## config.mk

```make
export PLATFORM = sky130hd
export DESIGN_NAME = apb_ram_arb_flat
export DESIGN_NICKNAME = d
export VERILOG_FILES = /design/src/rtl/apb_ram_arb_if.sv /design/src/rtl/apb_ram_arb.sv /design/src/flat_wrapper.sv
export SDC_FILE = /design/constraint.sdc
export NUM_CORES = 1
export LEC_CHECK = 0
export ABC_AREA = 1
export CORE_ASPECT_RATIO = 1.5
export CORE_UTILIZATION = 44
export CTS_BUF_LIST = sky130_fd_sc_hd__clkbuf_2 sky130_fd_sc_hd__clkbuf_4 sky130_fd_sc_hd__clkbuf_8
export DETAILED_ROUTE_END_ITERATION = 12
export GPL_TIMING_DRIVEN = 0
export PLACE_DENSITY = 0.86
export SYNTH_ARGS = -nofsm -noshare
export SYNTH_HDL_FRONTEND = slang
export SYNTH_SLANG_ARGS = --single-unit
```

## constraint.sdc

```tcl
create_clock -name clk -period 8.3 [get_ports clk]
set_clock_uncertainty 0.2 [all_clocks]
set_input_delay 1.245 -clock clk [delete_from_list [all_inputs] [get_ports clk]]
set_output_delay 1.245 -clock clk [all_outputs]
set_load 0.03 [all_outputs]
```

## src/rtl/apb_ram_arb_if.sv

```systemverilog
// Bundle of the two requester ports and the shared APB bus around apb_ram_arb.
// The master modport is the arbiter's view: requests come in, APB and responses go out.
// The slave modport is the view of the environment: the requesters plus the APB slave.
interface apb_ram_arb_if #(
   parameter int ADDR_W = 32,
   parameter int DATA_W = 32
);
   logic [1:0]        m_valid;
   logic [1:0]        m_ready;
   logic              m0_write;
   logic [ADDR_W-1:0] m0_addr;
   logic [DATA_W-1:0] m0_wdata;
   logic              m1_write;
   logic [ADDR_W-1:0] m1_addr;
   logic [DATA_W-1:0] m1_wdata;
   logic [1:0]        rsp_valid;
   logic [DATA_W-1:0] rsp_rdata;
   logic              rsp_err;
   logic [ADDR_W-1:0] paddr;
   logic              psel;
   logic              penable;
   logic              pwrite;
   logic [DATA_W-1:0] pwdata;
   logic [DATA_W-1:0] prdata;
   logic              pready;
   logic              perr;

   modport master (
      input  m_valid, m0_write, m0_addr, m0_wdata, m1_write, m1_addr, m1_wdata,
      input  prdata, pready, perr,
      output m_ready, rsp_valid, rsp_rdata, rsp_err,
      output paddr, psel, penable, pwrite, pwdata
   );

   modport slave (
      output m_valid, m0_write, m0_addr, m0_wdata, m1_write, m1_addr, m1_wdata,
      output prdata, pready, perr,
      input  m_ready, rsp_valid, rsp_rdata, rsp_err,
      input  paddr, psel, penable, pwrite, pwdata
   );
endinterface

```

## src/rtl/apb_ram_arb.sv

```systemverilog
// Two-requester APB master sharing one APB slave.
// Round-robin grant in IDLE, then a SETUP/ACCESS APB transfer with an optional
// wait-state timeout; each completion returns a one-cycle pulse to its requester.
module apb_ram_arb #(
   parameter int          ADDR_W  = 32,
   parameter int          DATA_W  = 32,
   parameter int unsigned TIMEOUT = 16
) (
   input logic            clk,
   input logic            rst,
   apb_ram_arb_if.master  bus
);

   typedef enum logic [1:0] {
      IDLE   = 2'd0,
      SETUP  = 2'd1,
      ACCESS = 2'd2
   } state_t;

   localparam logic [7:0] TO_LAST = (TIMEOUT == 0) ? 8'd0 : 8'(TIMEOUT - 1);

   state_t            state_q, state_d;
   logic              lastGrant_q, lastGrant_d;
   logic              owner_q, owner_d;
   logic [ADDR_W-1:0] paddr_q, paddr_d;
   logic [DATA_W-1:0] pwdata_q, pwdata_d;
   logic              pwrite_q, pwrite_d;
   logic [7:0]        waitCnt_q, waitCnt_d;
   logic [1:0]        rspValid_q, rspValid_d;
   logic [DATA_W-1:0] rspRdata_q, rspRdata_d;
   logic              rspErr_q, rspErr_d;
   logic              pick;
   logic [1:0]        readyRaw;

   // Registered state: reset drops any in-flight transfer and lets req0 win the
   // first contested arbitration by pretending req1 was granted last.
   always_ff @(posedge clk or posedge rst) begin
      if (rst) begin
         state_q     <= IDLE;
         lastGrant_q <= 1'b1;
         owner_q     <= 1'b0;
         paddr_q     <= '0;
         pwdata_q    <= '0;
         pwrite_q    <= 1'b0;
         waitCnt_q   <= 8'd0;
         rspValid_q  <= 2'b00;
         rspRdata_q  <= '0;
         rspErr_q    <= 1'b0;
      end else begin
         state_q     <= state_d;
         lastGrant_q <= lastGrant_d;
         owner_q     <= owner_d;
         paddr_q     <= paddr_d;
         pwdata_q    <= pwdata_d;
         pwrite_q    <= pwrite_d;
         waitCnt_q   <= waitCnt_d;
         rspValid_q  <= rspValid_d;
         rspRdata_q  <= rspRdata_d;
         rspErr_q    <= rspErr_d;
      end
   end

   // Next-state logic: arbitrate and latch the request in IDLE, one SETUP cycle,
   // then hold ACCESS until pready or until the wait counter hits its limit.
   // The response pulse is only raised on the cycle right after completion.
   always_comb begin
      state_d     = state_q;
      lastGrant_d = lastGrant_q;
      owner_d     = owner_q;
      paddr_d     = paddr_q;
      pwdata_d    = pwdata_q;
      pwrite_d    = pwrite_q;
      waitCnt_d   = waitCnt_q;
      rspValid_d  = 2'b00;
      rspRdata_d  = rspRdata_q;
      rspErr_d    = rspErr_q;
      pick        = 1'b0;
      readyRaw    = 2'b00;

      case (state_q)
         IDLE: begin
            if (bus.m_valid != 2'b00) begin
               if (bus.m_valid == 2'b11) begin
                  pick = ~lastGrant_q;
               end else begin
                  pick = bus.m_valid[1];
               end
               readyRaw    = pick ? 2'b10 : 2'b01;
               owner_d     = pick;
               lastGrant_d = pick;
               paddr_d     = pick ? bus.m1_addr  : bus.m0_addr;
               pwdata_d    = pick ? bus.m1_wdata : bus.m0_wdata;
               pwrite_d    = pick ? bus.m1_write : bus.m0_write;
               state_d     = SETUP;
            end
         end
         SETUP: begin
            waitCnt_d = 8'd0;
            state_d   = ACCESS;
         end
         ACCESS: begin
            if (bus.pready) begin
               rspErr_d   = bus.perr;
               rspRdata_d = (!pwrite_q && !bus.perr) ? bus.prdata : '0;
               rspValid_d = owner_q ? 2'b10 : 2'b01;
               state_d    = IDLE;
            end else if ((TIMEOUT != 0) && (waitCnt_q == TO_LAST)) begin
               rspErr_d   = 1'b1;
               rspRdata_d = '0;
               rspValid_d = owner_q ? 2'b10 : 2'b01;
               state_d    = IDLE;
            end else begin
               waitCnt_d = waitCnt_q + 8'd1;
            end
         end
         default: begin
            state_d = IDLE;
         end
      endcase
   end

   // Output drive: APB strobes decode straight from state so reset clears them
   // immediately, and the accept strobe is forced low while reset is held.
   always_comb begin
      bus.m_ready   = rst ? 2'b00 : readyRaw;
      bus.psel      = (state_q == SETUP) || (state_q == ACCESS);
      bus.penable   = (state_q == ACCESS);
      bus.paddr     = paddr_q;
      bus.pwdata    = pwdata_q;
      bus.pwrite    = pwrite_q;
      bus.rsp_valid = rspValid_q;
      bus.rsp_rdata = rspRdata_q;
      bus.rsp_err   = rspErr_q;
   end

endmodule

```

## src/flat_wrapper.sv

```systemverilog
// flat-port wrapper written by rule: the top's interface ports become plain ports
module apb_ram_arb_flat 
#(
   parameter int          ADDR_W  = 32,
   parameter int          DATA_W  = 32,
   parameter int unsigned TIMEOUT = 16
)
  (clk, rst, bus_m_valid, bus_m0_write, bus_m0_addr, bus_m0_wdata, bus_m1_write, bus_m1_addr, bus_m1_wdata, bus_prdata, bus_pready, bus_perr, bus_m_ready, bus_rsp_valid, bus_rsp_rdata, bus_rsp_err, bus_paddr, bus_psel, bus_penable, bus_pwrite, bus_pwdata);
  apb_ram_arb_if #(.ADDR_W(ADDR_W), .DATA_W(DATA_W)) bus_i ();
  input logic clk;
  input logic rst;
  input wire logic [$bits(bus_i.m_valid)-1:0] bus_m_valid;
  input wire logic [$bits(bus_i.m0_write)-1:0] bus_m0_write;
  input wire logic [$bits(bus_i.m0_addr)-1:0] bus_m0_addr;
  input wire logic [$bits(bus_i.m0_wdata)-1:0] bus_m0_wdata;
  input wire logic [$bits(bus_i.m1_write)-1:0] bus_m1_write;
  input wire logic [$bits(bus_i.m1_addr)-1:0] bus_m1_addr;
  input wire logic [$bits(bus_i.m1_wdata)-1:0] bus_m1_wdata;
  input wire logic [$bits(bus_i.prdata)-1:0] bus_prdata;
  input wire logic [$bits(bus_i.pready)-1:0] bus_pready;
  input wire logic [$bits(bus_i.perr)-1:0] bus_perr;
  output wire logic [$bits(bus_i.m_ready)-1:0] bus_m_ready;
  output wire logic [$bits(bus_i.rsp_valid)-1:0] bus_rsp_valid;
  output wire logic [$bits(bus_i.rsp_rdata)-1:0] bus_rsp_rdata;
  output wire logic [$bits(bus_i.rsp_err)-1:0] bus_rsp_err;
  output wire logic [$bits(bus_i.paddr)-1:0] bus_paddr;
  output wire logic [$bits(bus_i.psel)-1:0] bus_psel;
  output wire logic [$bits(bus_i.penable)-1:0] bus_penable;
  output wire logic [$bits(bus_i.pwrite)-1:0] bus_pwrite;
  output wire logic [$bits(bus_i.pwdata)-1:0] bus_pwdata;
  assign bus_i.m_valid = bus_m_valid;
  assign bus_i.m0_write = bus_m0_write;
  assign bus_i.m0_addr = bus_m0_addr;
  assign bus_i.m0_wdata = bus_m0_wdata;
  assign bus_i.m1_write = bus_m1_write;
  assign bus_i.m1_addr = bus_m1_addr;
  assign bus_i.m1_wdata = bus_m1_wdata;
  assign bus_i.prdata = bus_prdata;
  assign bus_i.pready = bus_pready;
  assign bus_i.perr = bus_perr;
  assign bus_m_ready = bus_i.m_ready;
  assign bus_rsp_valid = bus_i.rsp_valid;
  assign bus_rsp_rdata = bus_i.rsp_rdata;
  assign bus_rsp_err = bus_i.rsp_err;
  assign bus_paddr = bus_i.paddr;
  assign bus_psel = bus_i.psel;
  assign bus_penable = bus_i.penable;
  assign bus_pwrite = bus_i.pwrite;
  assign bus_pwdata = bus_i.pwdata;
  apb_ram_arb #(.ADDR_W(ADDR_W), .DATA_W(DATA_W), .TIMEOUT(TIMEOUT)) u_core (.clk(clk), .rst(rst), .bus(bus_i));
endmodule
```

==> impl_metrics.ini, run 1 <==
[run]
max_cap_violations = 0

[route]
via_count = 5431
drc_errors = 0
route.met3.wl_mm = 1.43
wl_met1_mm = 6.14
wl_mm = 17.6
top_layer = met4
viasPerCell = 5.24
ant_nets = 0
wl_met2_mm = 9.35
drt_iter0_drc = 259
drt_first_pass_iters = 5
post_drt_wl_per_cell_um = 17.0

[sta]
final_hold_viol_count = 0
worst_pin_slew_ns = 0.714
min_period_over_period_pct = 57.2
min_period_ns = 4.75
slew_viol_final = 0
finalSetupTns_ns = 0
maxSlewHeadroom_pct = 52.4
max_freq_mhz = 211
finalSetupViolCount = 0
rsz0062_at_grt = false

[worst_setup_path]
critPathCaptureType = output pin
rr_worst_depth = 8
cp-startpoint = bus_m_valid[1]
arrival_ns = 3.30
critPathCapture = bus_m_ready[1]
r2r_start = u_core.state_q[0]
worstPathRequired_ns = 6.86
r2r-end = u_core.bus.paddr[25]
startpoint_type = primary input
worst-path-max-fanout = 10
crit_type = in -> out
reg2reg_slack_ns = 6.38

[floorplan]
rows = 47
ios = 272
dieArea_um2 = 12000
coreArea_um2 = 11100
dieHeight_um = 134
start_util_pct = 45.7
die_w_um = 89.8

[yosys]
synthXorXnorAreaFrac_pct = 0
ys_ff_latch = 112
yosysTopAreaCellShare_pct = 54.7
yosys.area_share.simple_pct = 23.2
synthMuxAreaShare_pct = 0
synthesis.nets = 775
synthTopCellsByArea = dfrtp_1 (55%), nand2_1 (12%), o21ai_1 (7.0%), o21ai_0 (6.8%), nor2_1 (5.6%)
synth_top_family_by_area = simple AND/OR/NAND/NOR gates
synthAdderAreaFrac_pct = 1.23
ys_seq_area_share_pct = 55.2
yosysWarnings = 0
synthDistinctLibCells = 28
synthCells = 602
synth_compound_area_share_pct = 14.7
netlist_area_um2 = 5080
synth_area_per_cell_um2 = 8.44
yosysTopAreaCell = dfrtp_1

[finish]
area_delta_synth_final_pct = 62.6
fin_util_pct = 74.4
drive_above_1_share_pct = 6.86
layout.nets = 1058
instances_no_fill = 1036
insertedDiodeCount = 0
postLayoutCellArea_um2 = 8270
regArea_um2 = 2800
multi_input_area_um2 = 1990
fill_cells = 806

[clock_network]
clock_latency_ns = 0.37
clk_path_buf_depth = 2
path_clk_slew_ns = 0.09
numClockSinks = 112
root_buffer = clkbuf_8
post_cts.repair.setup_buffers = 0
htree_levels = 3
cts_made_buffers = 9
cts_resized = 0
cts_tree = done
ctsHoldBuffers = 0

[global_route]
grt_antenna_before_repair = 0
grt_usage_pct = 29.8
grt_max_degree = 58
grt_pass1_wl_mm = 28.0
grt_pass1_vias = 5646
gr-total-overflow = 0

[pwr]
power_leakage_nw = 3.66
clkPwrFrac_pct = 13.8
powerDensity_nw_per_um2 = 362
p_seq_share_pct = 30.6
power.share.switching_pct = 44.4
p_comb_share_pct = 55.7
p_int_mw = 1.66
switchingPower_mw = 1.33
vdd_ir_drop_max_uv = 211

[placed_design]
finalWeightedCongestion = 0.864
placed_cells = 1021
port-buffer-count = 271
dpl_cell_area_um2 = 8010
dp_hpwl_mm = 13.7

[run_status]
outcome = completed

[hold_path]
min_path_type = reg -> reg
## final cells by class
type / count / area share (%)
buffer: 39 / 2.86
timing repair buffer: 272 / 33.2
clock inverter: 6 / 1.60
sequential: 112 / 33.9
inverter: 14 / 0.666
tap: 147 / 2.23
clock buffer: 9 / 1.50
multi-input combinational: 437 / 24.1
## power groups by stage
| stage | sequential [mW] | clock, mW | combinational (mW) |
|---|---|---|---|
| after CTS | 0.911 | 0.415 | 1.67 |
| after global routing | 0.939 | 0.433 | 1.78 |
| final | 0.915 | 0.412 | 1.67 |
| after floorplan | 1.33 | 0 | 0.510 |
| after global placement | 0.907 | 0 | 1.62 |
| after detailed placement | 0.917 | 0 | 1.66 |
## critical path: stages
cell and delay, ns:
clkdlybuf4s50_1 0.52, nand2_1 0.13, inv_2 0.10, buf_4 0.18, buf_4 0.21, nand2_1 0.12
nor2_1 0.11, clkdlybuf4s50_1 0.69
## stage by stage
step	worst slack [ns]	power (mW)	hold WS (ns)
after floorplan	3.90	1.84	0.214
after global placement	2.30	2.53	0.221
after detailed placement	3.54	2.58	0.229
after CTS	3.53	2.99	0.242
after global routing	3.47	3.15	0.258
final	3.55	2.99	0.242
## per-layer routing
metal,vias to the layer above,track usage [%]
met5,-,0
met4,0,15.1
met3,52,8.11
met2,292,54.5
met1,2563,31.1
li1,2524,-
## cell families (layout without fill, tap and decap cells)
logic type	count (synthesis)	in the layout
flops	112	112
simple gates	286	286
fa+ha+maj	5	5
compound gates	146	146
buf+inv	53	340
## cells in the mapped netlist
cell type and number:
nand4_1 1, o21ai_0 69, ha_1 5, inv_2 3, nor2_2 2, clkbuf_2 1, nor2_1 76, nor3_4 1
inv_1 11, clkbuf_1 10, a21oi_1 2, buf_6 5, dfstp_2 1, o21bai_1 1, o22ai_1 1, o21ai_1 71
nand3_1 40, nor2_4 1, nand2_1 159, nand2_4 1, nand3_2 2, a21oi_4 1, nand2_2 2, nor3_1 1
o21ai_2 1, buf_2 14, buf_4 9, dfrtp_1 111
## flip-flops by register name, summed over array words and instances (netlist names)
| signal | flops |
|---|---|
| u_core.bus.paddr | 32 |
| u_core.bus.pwdata | 32 |
| u_core.bus.rsp_rdata | 32 |
| u_core.waitCnt_q | 8 |
| u_core.bus.rsp_valid | 2 |
| u_core.state_q | 2 |
| u_core.bus.pwrite | 1 |
| u_core.bus.rsp_err | 1 |
| u_core.lastGrant_q | 1 |
| u_core.owner_q | 1 |
## layout by cell type, fill, tap and decap left out, types with 2 or more instances in the layout
cell type,n
bufinv_16,4
o21ai_1,71
buf_4,9
nor2_2,2
nand3_1,40
dfrtp_1,111
inv_1,10
o21ai_0,69
buf_2,14
clkdlybuf4s50_1,271
nor2_1,76
nand2_2,2
buf_6,5
inv_2,3
ha_1,5
clkbuf_8,9
nand3_2,2
nand2_1,159
clkbuf_1,10
a21oi_1,2
## how the worst min path moves through the flow
stage                              start                       to  slack (ns)  cells after the start
final                     u_core.owner_q  u_core.bus.rsp_valid[0]        0.24                      1
after global routing      u_core.owner_q  u_core.bus.rsp_valid[0]        0.26                      1
after CTS                 u_core.owner_q  u_core.bus.rsp_valid[0]        0.24                      1
after detailed placement  u_core.owner_q  u_core.bus.rsp_valid[0]        0.23                      1
after global placement    u_core.owner_q  u_core.bus.rsp_valid[0]        0.22                      1
after floorplan           u_core.owner_q  u_core.bus.rsp_valid[0]        0.21                      1
Note: power is estimated with default switching activity, not from simulation.
==> inputs of run 2 (changes only) <==
--- a/config.mk
+++ b/config.mk
@@ -7,11 +7,11 @@
 export LEC_CHECK = 0
 export ABC_AREA = 1
 export CORE_ASPECT_RATIO = 1.5
-export CORE_UTILIZATION = 44
+export CORE_UTILIZATION = 41
 export CTS_BUF_LIST = sky130_fd_sc_hd__clkbuf_2 sky130_fd_sc_hd__clkbuf_4 sky130_fd_sc_hd__clkbuf_8
 export DETAILED_ROUTE_END_ITERATION = 12
 export GPL_TIMING_DRIVEN = 0
-export PLACE_DENSITY = 0.86
+export PLACE_DENSITY = 0.81
 export SYNTH_ARGS = -nofsm -noshare
 export SYNTH_HDL_FRONTEND = slang
 export SYNTH_SLANG_ARGS = --single-unit
==> constraint.sdc (replaced) <==
create_clock -name clk -period 5 [get_ports clk]
set_clock_uncertainty 0.2 [all_clocks]
set_input_delay 0.75 -clock clk [delete_from_list [all_inputs] [get_ports clk]]
set_output_delay 0.75 -clock clk [all_outputs]
set_load 0.03 [all_outputs]
==> run 2 against run 1 <==
  * Routed wire length is 1.5% lower
  * Register-to-register slack worse by 3.3 ns
  * Utilization is 5.9 points lower
  * Critical path type unchanged
  * Die area is 7.2% higher
  * Worst hold slack better by 0.0028 ns
  * Via count is 2.0% lower
==> impl_metrics.ini, run 2 (synthesized netlist as in run 1, its figures left out) <==
[run_status]
outcome = completed

[route]
post_drt_wl_per_cell_um = 16.7
via_count = 5325
wl_mm = 17.4
drt_iter0_drc = 204
viasPerCell = 5.11
drc_errors = 0
drt_first_pass_iters = 7
ant_nets = 0

[clock_network]
clk_path_buf_depth = 2
htree_levels = 3
ctsHoldBuffers = 0
root_buffer = clkbuf_8
clock_latency_ns = 0.38
numClockSinks = 112
cts_made_buffers = 9
cts_tree = done
path_clk_slew_ns = 0.10
post_cts.repair.setup_buffers = 0
cts_resized = 0

[floorplan]
start_util_pct = 42.3
dieHeight_um = 138
rows = 49
die_w_um = 92.9
coreArea_um2 = 12000
dieArea_um2 = 12900
ios = 272

[pwr]
powerDensity_nw_per_um2 = 588
vdd_ir_drop_max_uv = 327
power_leakage_nw = 3.63

[run]
max_cap_violations = 0

[finish]
final_common_cell = clkdlybuf4s50_1
final_cell_mix = clkdlybuf4s50_1 (271), nand2_1 (159), dfrtp_1 (111)
layout.nets = 1058
fill_cells = 974
area_delta_synth_final_pct = 61.9
postLayoutCellArea_um2 = 8230
insertedDiodeCount = 0
drive_above_1_share_pct = 6.97

[placed_design]
dp_hpwl_mm = 13.5
port-buffer-count = 271
finalWeightedCongestion = 0.861
dpl_cell_area_um2 = 8020

[worst_setup_path]
arrival_ns = 2.78
worst-path-max-fanout = 10
critPathCaptureType = output pin
crit_type = in -> out
worstPathRequired_ns = 4.05
startpoint_type = primary input

[sta]
max_freq_mhz = 268
min_period_ns = 3.73
finalSetupTns_ns = 0
rsz0062_at_grt = false
fin_hold_ws_ns = 0.245
finalSetupViolCount = 0
worst_pin_slew_ns = 0.688
min_period_over_period_pct = 74.5
maxSlewHeadroom_pct = 54.1
final_hold_viol_count = 0
slew_viol_final = 0

[global_route]
grt_pass1_vias = 5567
grt_usage_pct = 27.6
grt_antenna_before_repair = 0
grt_pass1_wl_mm = 27.6
grt_max_degree = 62
gr-total-overflow = 0

[hold_path]
min_path_type = reg -> reg
## run 2: cell count changes in the layout (fill, tap and decap cells not counted)
| cell | change |
|---|---|
| clkinv_2 | -1 |
| clkinvlp_4 | +1 |
| inv_8 | +3 |
| bufinv_16 | -3 |
| clkinv_4 | +1 |
## run 2: critical path: stages
cell and delay (ns):
clkdlybuf4s50_1 0.52, nand2_1 0.13, inv_2 0.09, buf_4 0.17, buf_4 0.20, nand2_1 0.11, nor2_1 0.10, clkdlybuf4s50_1 0.69
## run 2: path summary, 6_finish.rpt
| check | startpoint | endpoint | slack, ns | cells after the start |
|---|---|---|---|---|
| setup / recovery | bus_m_valid[1] | bus_m_ready[1] | 1.27 | 8 |
| hold / removal | u_core.owner_q | u_core.bus.rsp_valid[0] | 0.24 | 1 |
| setup reg to reg | u_core.state_q[0] | u_core.bus.pwdata[22] | 3.09 | 7 |
| hold reg to reg | u_core.owner_q | u_core.bus.rsp_valid[0] | 0.24 | 1 |
| max in group asynchronous | rst | u_core.bus.paddr[4] | 3.21 | 3 |
| min in group asynchronous | rst | u_core.bus.pwdata[25] | 0.67 | 2 |
## run 2: routing by layer
| layer | vias up | part of all wire [%] | GRT usage [%] |
|---|---|---|---|
| met4 | 0 | 3.8 | 13.0 |
| li1 | 2533 | - | - |
| met1 | 2503 | 36 | 29.2 |
| met5 | - | 0 | 0 |
| met2 | 243 | 54 | 50.7 |
| met3 | 46 | 6.9 | 6.00 |
## run 2: power breakdown
| group | internal, mW | switching, mW | total [mW] |
|---|---|---|---|
| Combinational | 1.09 | 1.66 | 2.76 |
| Sequential | 1.29 | 0.214 | 1.50 |
| Clock | 0.243 | 0.337 | 0.580 |
## run 2: per-stage QoR
| step | instances | worst slack [ns] | total power [mW] | utilization, % |
|---|---|---|---|---|
| 6_report | 1043 | 1.27 | 4.84 | 68.5 |
| 5_1_grt | 1043 | 1.10 | 5.12 | 68.5 |
| 4_1_cts | 1043 | 1.24 | 4.87 | 68.5 |
| 3_5_place_dp | 1027 | 1.24 | 4.29 | 66.7 |
| 3_3_place_gp | 1026 | -0.577 | 4.19 | 66.5 |
| 2_1_floorplan | 602 | 1.09 | 3.06 | - |
## run 2: area by class of cell
cell class | count | area [um^2] | share of cell area (%)
flip-flops and latches | 112 | 2800 | 34.1
repair buffers | 272 | 2740 | 33.3
multi-input cells | 437 | 1990 | 24.2
plain buffers | 39 | 236 | 2.87
well taps | 153 | 191 | 2.33
clock buffers | 9 | 124 | 1.51
clock inverters | 7 | 87.6 | 1.06
inverters | 14 | 55.1 | 0.669
==> inputs of run 3 (changes only) <==
==> constraint.sdc (replaced) <==
create_clock -name clk -period 3.6 [get_ports clk]
set_clock_uncertainty 0.2 [all_clocks]
set_input_delay 0.54 -clock clk [delete_from_list [all_inputs] [get_ports clk]]
set_output_delay 0.54 -clock clk [all_outputs]
set_load 0.03 [all_outputs]
==> run 3 against run 2 <==
  * Combinational power grew 39%
  * Via count increased by 0.77%
  * Global-route usage increased by 0.24 points
  * Final area rose by 0.41%
  * Final cell count rose by 0.19%
  * Routed wire length grew 0.80%
  * First-iteration DRC count increased by 12%
  * Die area stayed put
  * Total power rose by 39%
  * Sequential share of layout area fell by 0.14 points
  * Count of clock-buffer cells in the layout grew 3
  * Utilization grew 0.28 points
  * Critical path type unchanged
  * Largest power group unchanged
==> impl_metrics.ini, run 3 (synthesized netlist as in run 1, its figures left out) <==
[floorplan]
dieHeight_um = 138
start_util_pct = 42.3
die_w_um = 92.9
coreArea_um2 = 12000
dieArea_um2 = 12900
rows = 49
ios = 272

[hold_path]
min_path_type = reg -> reg

[worst_setup_path]
crit_type = in -> out
startpoint_type = primary input
arrival_ns = 2.58
crit_chain = clkdlybuf4s50_1 -> nand2_1 -> nand2_1 -> inv_2 -> buf_4 -> buf_4 -> nor3_1 -> clkdlybuf4s50_1
cpPeakStageDelay_ns = 0.72
worst-path-max-fanout = 10
critPathCaptureType = output pin
worstPathRequired_ns = 2.86
slowest_stage = clkdlybuf4s50_1

[placed_design]
port-buffer-count = 271
finalWeightedCongestion = 0.859
dp_hpwl_mm = 13.9

[run_status]
outcome = completed

[route]
drt_first_pass_iters = 5
post_drt_wl_per_cell_um = 16.8
ant_nets = 0
via_count = 5366
drc_errors = 0
viasPerCell = 5.13
drt_iter0_drc = 228
wl_mm = 17.5

[pwr]
p_int_mw = 3.68
powerDensity_nw_per_um2 = 813
power.share.switching_pct = 45.2
p_seq_share_pct = 31.1
vdd_ir_drop_max_uv = 452
switchingPower_mw = 3.03
clkPwrFrac_pct = 11.9
p_comb_share_pct = 57.0
fin_total_pwr_mw = 6.72
power_leakage_nw = 3.65

[global_route]
grt_pass1_wl_mm = 27.9
grt_antenna_before_repair = 0
grt_usage_pct = 27.8
grt_max_degree = 37
grt_pass1_vias = 5705
gr-total-overflow = 0

[clock_network]
htree_levels = 3
cts_resized = 0
clk_path_buf_depth = 2
cts_tree = done
clock_latency_ns = 0.37
path_clk_slew_ns = 0.10
post_cts.repair.setup_buffers = 0
ctsHoldBuffers = 0
cts_made_buffers = 9
root_buffer = clkbuf_8
numClockSinks = 112

[sta]
finalSetupTns_ns = 0
rsz0062_at_grt = false
maxSlewHeadroom_pct = 67.5
finalSetupViolCount = 0
slew_viol_final = 0
worst_pin_slew_ns = 0.488
max_freq_mhz = 302
min_period_over_period_pct = 92.1
min_period_ns = 3.32
final_hold_viol_count = 0

[finish]
final_cell_mix = clkdlybuf4s50_1 (271), nand2_1 (159), dfrtp_1 (111)
area_delta_synth_final_pct = 62.6
insertedDiodeCount = 0
drive_above_1_share_pct = 7.17
final_common_cell = clkdlybuf4s50_1
layout.nets = 1060

[run]
max_cap_violations = 0
-- run 3: changes by cell type in the layout (fill, tap and decap cells not counted) --
cell	change
buf_12	+3
inv_8	-3
clkbuf_8	+2
buf_16	-1
clkbuf_4	+1
clkinv_2	+1
clkinv_4	+1
clkinvlp_4	-1
inv_4	-1
-- run 3: worst max-delay path: cells and delay by family --
family                 cells  cell delay (ns)
AND/OR/NAND/NOR            3             0.36
buffers and inverters      5             1.66
-- run 3: power groups by stage --
| stage | combinational (mW) | sequential [mW] | clock, mW |
|---|---|---|---|
| after floorplan | 1.18 | 3.08 | 0 |
| after global placement | 3.75 | 2.08 | 0 |
| after detailed placement | 3.85 | 2.10 | 0 |
| after CTS | 3.86 | 2.08 | 0.815 |
| after global routing | 4.10 | 2.15 | 0.862 |
| final | 3.83 | 2.09 | 0.797 |
-- run 3: path summary, 6_finish.rpt --
check                      cells past startpoint              start                      end  slack, ns
setup / recovery                               8     bus_m_valid[0]           bus_m_ready[0]       0.28
hold / removal                                 1     u_core.owner_q  u_core.bus.rsp_valid[0]       0.25
setup reg to reg                               7  u_core.state_q[1]     u_core.bus.paddr[30]       1.68
hold reg to reg                                1     u_core.owner_q  u_core.bus.rsp_valid[0]       0.25
max in group asynchronous                      4                rst     u_core.bus.paddr[24]       2.09
min in group asynchronous                      2                rst    u_core.bus.pwdata[28]       0.35
-- run 3: final cells by class --
| cell class | count | area [um^2] |
|---|---|---|
| Tap cell | 153 | 191 |
| Sequential cell | 112 | 2800 |
| Timing Repair Buffer | 274 | 2770 |
| Multi-Input combinational cell | 437 | 1990 |
| Fill cell | 964 | 3750 |
| Clock buffer | 12 | 159 |
| Buffer | 39 | 236 |
| Clock inverter | 4 | 52.6 |
| Inverter | 14 | 56.3 |
-- run 3: stage by stage --
| step | instance area [um^2] | util, % | worst slack [ns] | instances | hold slack [ns] |
|---|---|---|---|---|---|
| after floorplan | 5090 | - | 1.18 | 602 | 0.214 |
| after global placement | 7990 | 66.5 | 0.276 | 1026 | 0.223 |
| after detailed placement | 8050 | 67.0 | 0.258 | 1029 | 0.240 |
| after CTS | 8260 | 68.8 | 0.257 | 1045 | 0.254 |
| after global routing | 8260 | 68.8 | 0.116 | 1045 | 0.261 |
| final | 8260 | 68.8 | 0.284 | 1045 | 0.249 |
-- run 3: routing by layer --
metal | vias to the layer above | track usage (%) | part of all wire [%]
met3 | 41 | 6.55 | 7.2
met2 | 250 | 52.0 | 54
met1 | 2540 | 28.8 | 35
met4 | 0 | 12.1 | 3.2
li1 | 2535 | - | -
met5 | - | 0 | 0
